===== config.mk =====
export PLATFORM = sky130hd
export DESIGN_NAME = read_issue_scoreboard_flat
export DESIGN_NICKNAME = d
export VERILOG_FILES = /design/src/rtl/read_issue_scoreboard_if.sv /design/src/rtl/read_issue_scoreboard.sv /design/src/flat_wrapper.sv
export SDC_FILE = /design/constraint.sdc
export NUM_CORES = 1
export LEC_CHECK = 0
export BUFFER_PORTS_ARGS = -buffer_cell sky130_fd_sc_hd__buf_2
export CAP_MARGIN = 20
export CORE_MARGIN = 10
export CORE_UTILIZATION = 34
export CTS_CLUSTER_SIZE = 40
export DETAILED_ROUTE_END_ITERATION = 6
export GPL_ROUTABILITY_DRIVEN = 0
export PLACE_DENSITY = 0.58
export SETUP_SLACK_MARGIN = 0.3
export SKIP_CTS_REPAIR_TIMING = 1
export SLEW_MARGIN = 20
export SYNTH_ARGS = -nofsm -noshare
export SYNTH_HDL_FRONTEND = slang
export SYNTH_SLANG_ARGS = --single-unit

===== constraint.sdc =====
create_clock -name clk -period 4.2 [get_ports clk]
set_input_delay 0.84 -clock clk [delete_from_list [all_inputs] [get_ports clk]]
set_output_delay 0.84 -clock clk [all_outputs]
set_load 0.005 [all_outputs]

===== src/rtl/read_issue_scoreboard_if.sv =====
// read_issue_scoreboard_if: decode-to-issue handshake, writeback, flush and scoreboard status bundle
// Signals: in_valid/in_ready handshake with in_ra/in_rb/in_rd ids and their *_used flags,
//   issue_valid to the Read stage, wb_valid/wb_rd writeback retire, flush, and status outputs
//   busy_mask, stalled, stall_count. master = upstream/driver side, slave = scoreboard side.
interface read_issue_scoreboard_if #(
    parameter int REG_COUNT = 32,
    parameter int REG_ID_WIDTH = $clog2(REG_COUNT),
    parameter int STALL_CNT_WIDTH = 16
);
    logic in_valid;
    logic in_ready;
    logic [REG_ID_WIDTH-1:0] in_ra;
    logic [REG_ID_WIDTH-1:0] in_rb;
    logic [REG_ID_WIDTH-1:0] in_rd;
    logic in_ra_used;
    logic in_rb_used;
    logic in_rd_used;
    logic issue_valid;
    logic wb_valid;
    logic [REG_ID_WIDTH-1:0] wb_rd;
    logic flush;
    logic [REG_COUNT-1:0] busy_mask;
    logic stalled;
    logic [STALL_CNT_WIDTH-1:0] stall_count;
    modport master (
        output in_valid, in_ra, in_rb, in_rd, in_ra_used, in_rb_used, in_rd_used, wb_valid, wb_rd, flush,
        input in_ready, issue_valid, busy_mask, stalled, stall_count
    );
    modport slave (
        input in_valid, in_ra, in_rb, in_rd, in_ra_used, in_rb_used, in_rd_used, wb_valid, wb_rd, flush,
        output in_ready, issue_valid, busy_mask, stalled, stall_count
    );
endinterface


===== src/rtl/read_issue_scoreboard.sv =====
// read_issue_scoreboard: register scoreboard and issue controller in front of the Read stage
// Ports: clk; rst (synchronous, active-high); sb (read_issue_scoreboard_if.slave):
//   in_* decoded instruction + in_ready, issue_valid (registered Read insn.valid),
//   wb_valid/wb_rd writeback clear, flush, busy_mask, stalled, stall_count (saturating).
// Build option: SCOREBOARD_WB_BYPASS_EN lets a same-cycle writeback unblock a dependent
//   instruction; undefined, the dependent issues the cycle after the writeback.
module read_issue_scoreboard #(
    parameter int REG_COUNT = 32,
    parameter int REG_ID_WIDTH = $clog2(REG_COUNT),
    parameter int STALL_CNT_WIDTH = 16
) (
    input logic clk,
    input logic rst,
    read_issue_scoreboard_if.slave sb
);
    typedef enum logic {RUN, STALL} state_t;
    state_t state, state_next;
    logic [REG_COUNT-1:0] busy;
    logic [REG_COUNT-1:0] busy_chk;
    logic [REG_COUNT-1:0] wb_clr;
    logic [REG_COUNT-1:0] rd_set;
    logic [STALL_CNT_WIDTH-1:0] stall_cnt;
    logic issue_q;
    logic hazard;
    logic issue;
    // busy[0] is never set, so a writeback or read of r0 needs no special casing
    assign wb_clr = sb.wb_valid ? REG_COUNT'(1) << sb.wb_rd : '0;
    assign rd_set = (issue && sb.in_rd_used && sb.in_rd != '0) ? REG_COUNT'(1) << sb.in_rd : '0;
`ifdef SCOREBOARD_WB_BYPASS_EN
    assign busy_chk = busy & ~wb_clr;
`else
    assign busy_chk = busy;
`endif
    assign hazard = (sb.in_ra_used & busy_chk[sb.in_ra])
                  | (sb.in_rb_used & busy_chk[sb.in_rb])
                  | (sb.in_rd_used & busy_chk[sb.in_rd]);
    assign sb.in_ready = ~rst & ~sb.flush & ~hazard;
    assign issue = sb.in_valid & sb.in_ready;
    always_comb begin
        state_next = state;
        if (state == RUN)
            state_next = (sb.in_valid && !sb.in_ready && !sb.flush) ? STALL : RUN;
        else
            state_next = (issue || !sb.in_valid || sb.flush) ? RUN : STALL;
    end
    always_ff @(posedge clk) begin
        if (rst) begin
            state <= RUN;
            busy <= '0;
            issue_q <= 1'b0;
            stall_cnt <= '0;
        end else begin
            state <= state_next;
            // the newer writer's set is ORed after the clear so it wins on a collision
            busy <= sb.flush ? '0 : (busy & ~wb_clr) | rd_set;
            issue_q <= issue;
            stall_cnt <= stall_cnt + STALL_CNT_WIDTH'(state == STALL && !(&stall_cnt));
        end
    end
    assign sb.issue_valid = issue_q;
    assign sb.busy_mask = busy;
    assign sb.stalled = state == STALL;
    assign sb.stall_count = stall_cnt;
endmodule


===== src/flat_wrapper.sv =====
// flat-port wrapper written by rule: the top's interface ports become plain ports
module read_issue_scoreboard_flat 
#(
    parameter int REG_COUNT = 32,
    parameter int REG_ID_WIDTH = $clog2(REG_COUNT),
    parameter int STALL_CNT_WIDTH = 16
)
  (clk, rst, sb_in_valid, sb_in_ra, sb_in_rb, sb_in_rd, sb_in_ra_used, sb_in_rb_used, sb_in_rd_used, sb_wb_valid, sb_wb_rd, sb_flush, sb_in_ready, sb_issue_valid, sb_busy_mask, sb_stalled, sb_stall_count);
  read_issue_scoreboard_if #(.REG_COUNT(REG_COUNT), .REG_ID_WIDTH(REG_ID_WIDTH), .STALL_CNT_WIDTH(STALL_CNT_WIDTH)) sb_i ();
  input logic clk;
  input logic rst;
  input wire logic [$bits(sb_i.in_valid)-1:0] sb_in_valid;
  input wire logic [$bits(sb_i.in_ra)-1:0] sb_in_ra;
  input wire logic [$bits(sb_i.in_rb)-1:0] sb_in_rb;
  input wire logic [$bits(sb_i.in_rd)-1:0] sb_in_rd;
  input wire logic [$bits(sb_i.in_ra_used)-1:0] sb_in_ra_used;
  input wire logic [$bits(sb_i.in_rb_used)-1:0] sb_in_rb_used;
  input wire logic [$bits(sb_i.in_rd_used)-1:0] sb_in_rd_used;
  input wire logic [$bits(sb_i.wb_valid)-1:0] sb_wb_valid;
  input wire logic [$bits(sb_i.wb_rd)-1:0] sb_wb_rd;
  input wire logic [$bits(sb_i.flush)-1:0] sb_flush;
  output wire logic [$bits(sb_i.in_ready)-1:0] sb_in_ready;
  output wire logic [$bits(sb_i.issue_valid)-1:0] sb_issue_valid;
  output wire logic [$bits(sb_i.busy_mask)-1:0] sb_busy_mask;
  output wire logic [$bits(sb_i.stalled)-1:0] sb_stalled;
  output wire logic [$bits(sb_i.stall_count)-1:0] sb_stall_count;
  assign sb_i.in_valid = sb_in_valid;
  assign sb_i.in_ra = sb_in_ra;
  assign sb_i.in_rb = sb_in_rb;
  assign sb_i.in_rd = sb_in_rd;
  assign sb_i.in_ra_used = sb_in_ra_used;
  assign sb_i.in_rb_used = sb_in_rb_used;
  assign sb_i.in_rd_used = sb_in_rd_used;
  assign sb_i.wb_valid = sb_wb_valid;
  assign sb_i.wb_rd = sb_wb_rd;
  assign sb_i.flush = sb_flush;
  assign sb_in_ready = sb_i.in_ready;
  assign sb_issue_valid = sb_i.issue_valid;
  assign sb_busy_mask = sb_i.busy_mask;
  assign sb_stalled = sb_i.stalled;
  assign sb_stall_count = sb_i.stall_count;
  read_issue_scoreboard #(.REG_COUNT(REG_COUNT), .REG_ID_WIDTH(REG_ID_WIDTH), .STALL_CNT_WIDTH(STALL_CNT_WIDTH)) u_core (.clk(clk), .rst(rst), .sb(sb_i));
endmodule

* Word level (Yosys, flattened, before mapping)
Cells that the tools add are included.
** Operators by class
- Add/sub/neg operators :: 1
- $mul :: 0
- Divide/modulo/power cells :: 0
- Magnitude comparators :: 3
- Equal/unequal tests :: 0
- Shift operators :: 2
- Mux-type cells :: 11
- Bitwise gates (word level) :: 14
- Reduce and logical (&&, ||, !) cells :: 14
** Operator list (number)
- $mux W32 :: 2
- $shl A1 B5 Y32 const A :: 2
- $and A32 B32 Y32 :: 1
- $not A32 Y32 :: 1
- $or A32 B32 Y32 :: 1
- $lt A5 B6 Y1 const B :: 3
- $add A16 B1 Y16 :: 1
- $reduce_and A16 Y1 :: 1
- $bmux W1 S5 :: 3
- $and A1 B1 Y1 :: 6
- $mux W1 :: 6
- $logic_and A1 B1 Y1 :: 5
- $reduce_bool A5 Y1 :: 1
- $logic_not A1 Y1 :: 4
- $not A1 Y1 :: 3
- $logic_or A1 B1 Y1 :: 2
- $or A1 B1 Y1 :: 2
- $reduce_or A2 Y1 :: 1
** Storage, ports and cells
- Register bits after elaboration :: 50
- Latch bits :: 0
- Memory bits (writable) :: 0
- Memory bits (read-only) :: 0
- Input port bits :: 28
- Output and inout port bits :: 51
- Logic and storage cells :: 49
- Memories kept :: 0

* Depth between registers and ports, before layout
- Word-level depth :: 12
- Depth in mapped cells :: 10
- Mapped depth without buffers :: 9

* Least setup slack after synthesis
OpenSTA, ideal clock, no wires.
- Path type :: input to output
- From :: input port sb_in_rd[1]
- To :: output port sb_in_ready
- Arrival time :: 2.803 ns
- Data required time :: 3.360 ns
- Setup slack :: 0.557 ns
- Stages :: 6
- Buffers on the path :: 1
- Cell sequence :: buf_2 -> mux4_2 -> mux2_2 -> mux4_2 -> and2_1 -> nor4_1
** Between the ends
- Longest elaborated chain between the ends :: 6
** RTL lines
- start: declaration :: line flat_wrapper.sv:15 : input wire logic [$bits(sb_i.in_rd)-1:0] sb_in_rd;
- $bmux W1 S5 :: line read_issue_scoreboard.sv:36 : | (sb.in_rd_used & busy_chk[sb.in_rd]);
- $mux W1 (not written as such) :: line read_issue_scoreboard.sv:36
- $and A1 B1 Y1 :: line read_issue_scoreboard.sv:36
- $or A1 B1 Y1 :: line read_issue_scoreboard.sv:36
- $not A1 Y1 :: line read_issue_scoreboard.sv:37 : assign sb.in_ready = ~rst & ~sb.flush & ~hazard;
- $and A1 B1 Y1 :: line read_issue_scoreboard.sv:37
- end: declaration :: line flat_wrapper.sv:22 : output wire logic [$bits(sb_i.in_ready)-1:0] sb_in_ready;
Every way passes these cells. The select of a mux whose other input is x is not followed.

* Worst setup path after layout
Same ends and word-level chain as after synthesis.

==> results.cfg <==
[status]
status = finished clean

[timing]
clock.fmax_mhz = 266
whs_ns = 0.509
drv_slew = 0
grt_setup_unrepaired = no
fin_crit_sh_pct = 89.5
min_period_ns = 3.76
max_slew_margin_pct = 71.4
setup_viol = 0
fin_setup_tns_ns = 0
clock_skew_ns = 0.0136
worst-slew-pin-transition_ns = 0.430
finalHoldViolCount = 0

[hold_path]
hp-class = reg2reg
hold_start = u_core.sb.stall_count[14]
hold_depth = 2
min_to = u_core.sb.stall_count[14]

[yosys]
synth.avg_cell_area_um2 = 10.4
ys_async_sr_fraction_pct = 0
ys_top_cells_by_area = dfxtp_1 33%, mux4_2 15%, o41ai_1 9.0%
synth_top_area_share_pct = 33.4
synth_area_leader_cell = dfxtp_1
yosysWarnings = 0
ys_ff_latch = 50
syn_nets = 319
yosysSeqAreaShare_pct = 33.4
synth_ff_type = dfxtp_1
synth-edff-count = 0
synthCells = 289
synth.distinct_cells = 43
synth_area_um2 = 3000

[worst_setup_path]
cp_slowest_stage_delay_ns = 0.51
worstSetupPathType = in2out
r2r_cells = 6
crit_buf_inv = 2
worstPathCellList = buf_6, mux4_2, mux2_2, mux4_2, and2_1, nor4_2, buf_2
path_common_cell = mux4_2
required_ns = 3.36
r2r_start = u_core.sb.busy_mask[12]
cp-start-kind = input pin
r2r_slack_ns = 1.58
crit_family = multiplexers
crit_path_top_delay_cell = mux4_2
setup.worst_path.end_class = output port
reg2reg_to = u_core.sb.busy_mask[20]
arrival_ns = 2.92
cp_max_fo = 13

[drt]
top_layer = met4
routed_wl_um = 10100
vias_per_cell = 6.04
drtIter0Drc = 370
drc = 0
dr_total_vias = 2803
wl_met3_um = 922
first_pass_iters = 5
wl_met2_um = 4830
ant_nets = 0
wl_per_cell_um = 21.7
met1_length_um = 4110

[cts]
htree_levels = 2
cts_buffer_depth = 2
tritoncts = built
cts_buffers = 5
clkLatencyLatePin_ns = 0.31
clock-sinks = 50
clkTransAtPathRegs_ns = 0.10
root_buffer = clkbuf_8

[grt]
grt_pass1_wl_um = 15600
grt_start_max_net_pins = 35
grt_pass1_vias = 2700
grt.overflow.total = 0
track_usage_pct = 14.9
antenna_found_initial = 0

[power]
ir_worst_vdd_mv = 0.118
power.density_nw_per_um2 = 261
p_leak_nw = 1.46
power.total_w = 0.000930

[floorplanning]
coreArea_um2 = 8640
die_w_um = 114
die-area_um2 = 13000
rows = 34
pin_count = 79
die_y_um = 114
start_util_pct = 34.7

[placed_design]
placed_cell_area_um2 = 3430
hpwl_um = 7600
port_buffers = 78
placed_cells = 456

[finish]
mostFrequentLayoutCells = 77 x buf_2, 50 x dfxtp_1, 31 x o211ai_1, 31 x o41ai_1, 20 x mux4_2
multi_input_area_um2 = 1850
drive_above_1_share_pct = 35.1
instances_no_fill = 464
final_common_cell = buf_2
register_area_um2 = 1000
antenna_cells = 0
nNetsFinal = 385
stdcell_area_um2 = 3560
area_growth_pct = 18.6
fill_cells = 869

[job]
maxCapViolations = 0
cells by family after synthesis:
kind of cell | synth area share, %
adders and majority gates | 0.834
AOI/OAI and AO/OA | 21.2
and+or+nand+nor | 13.3
buffers and inverters | 5.42
xor gates and xnor gates | 3.21
muxes | 22.6
DFF | 33.4
power breakdown:
part           switching (W)  internal (W)
Sequential        0.00000158      0.000475
Combinational      0.0000653     0.0000349
Clock               0.000173      0.000181
Total               0.000239      0.000691
per-layer routing:
metal | vias to the layer above | GRT usage, %
met5 | - | 0
met4 | 0 | 5.51
met3 | 16 | 3.46
met2 | 114 | 24.1
met1 | 1376 | 18.8
li1 | 1297 | -
cell type report:
cell class / count / share of cell area [%]
Timing Repair Buffer: 84 / 12.4
Sequential cell: 50 / 28.1
Clock buffer: 5 / 1.93
Multi-Input combinational cell: 209 / 51.9
Clock inverter: 3 / 1.34
Inverter: 5 / 0.527
Tap cell: 108 / 3.80
cell usage after synthesis (2+ instances only):
master and count:
nand3_1 15, clkbuf_1 11, and3_1 5, mux2_2 7, buf_8 3, and2_1 2, mux4_2 20, ha_1 2
inv_1 5, dfxtp_1 50, o211ai_1 31, xnor2_1 3, nand4_1 5, a31oi_1 2, mux4_1 3, buf_1 8
nor2b_1 8, nor2_1 16, or2_2 2, o41ai_1 31, xor2_1 8, nand2_1 15, nand2b_1 4, o21ai_0 3
mux2i_1 7, a21oi_1 3, or3_1 3, buf_6 2
state kept, by name (all words and copies together), names as in the netlist:
register	flops
u_core.sb.issue_valid	1
u_core.sb.busy_mask	32
u_core.sb.stalled	1
u_core.sb.stall_count	16
worst register-to-register path, cell delays in order (launching register included):
cell and delay [ns]:
dfxtp_1 0.40, mux4_1 0.50, mux2_2 0.28, a221o_1 0.35, a32o_1 0.29, buf_4 0.27, o41ai_1 0.42
worst max path at each step:
stage	slack (ns)	depth (start not counted)	end	from
2_1_floorplan	0.56	6	sb_in_ready	sb_in_rd[1]
3_5_place_dp	0.17	7	sb_in_ready	sb_in_rd[1]
3_3_place_gp	0.23	7	sb_in_ready	sb_in_rd[1]
4_1_cts	0.18	7	sb_in_ready	sb_in_rd[1]
5_1_grt	0.36	7	sb_in_ready	sb_in_rd[1]
6_report	0.44	7	sb_in_ready	sb_in_rd[1]
metrics by stage:
stage | setup slack (ns) | util (%)
after floorplan | 0.557 | -
after global placement | 0.229 | 39.7
after detailed placement | 0.166 | 39.7
after CTS | 0.181 | 41.1
after global routing | 0.360 | 41.2
final | 0.441 | 41.2
Power figures use the tool's default switching activity.
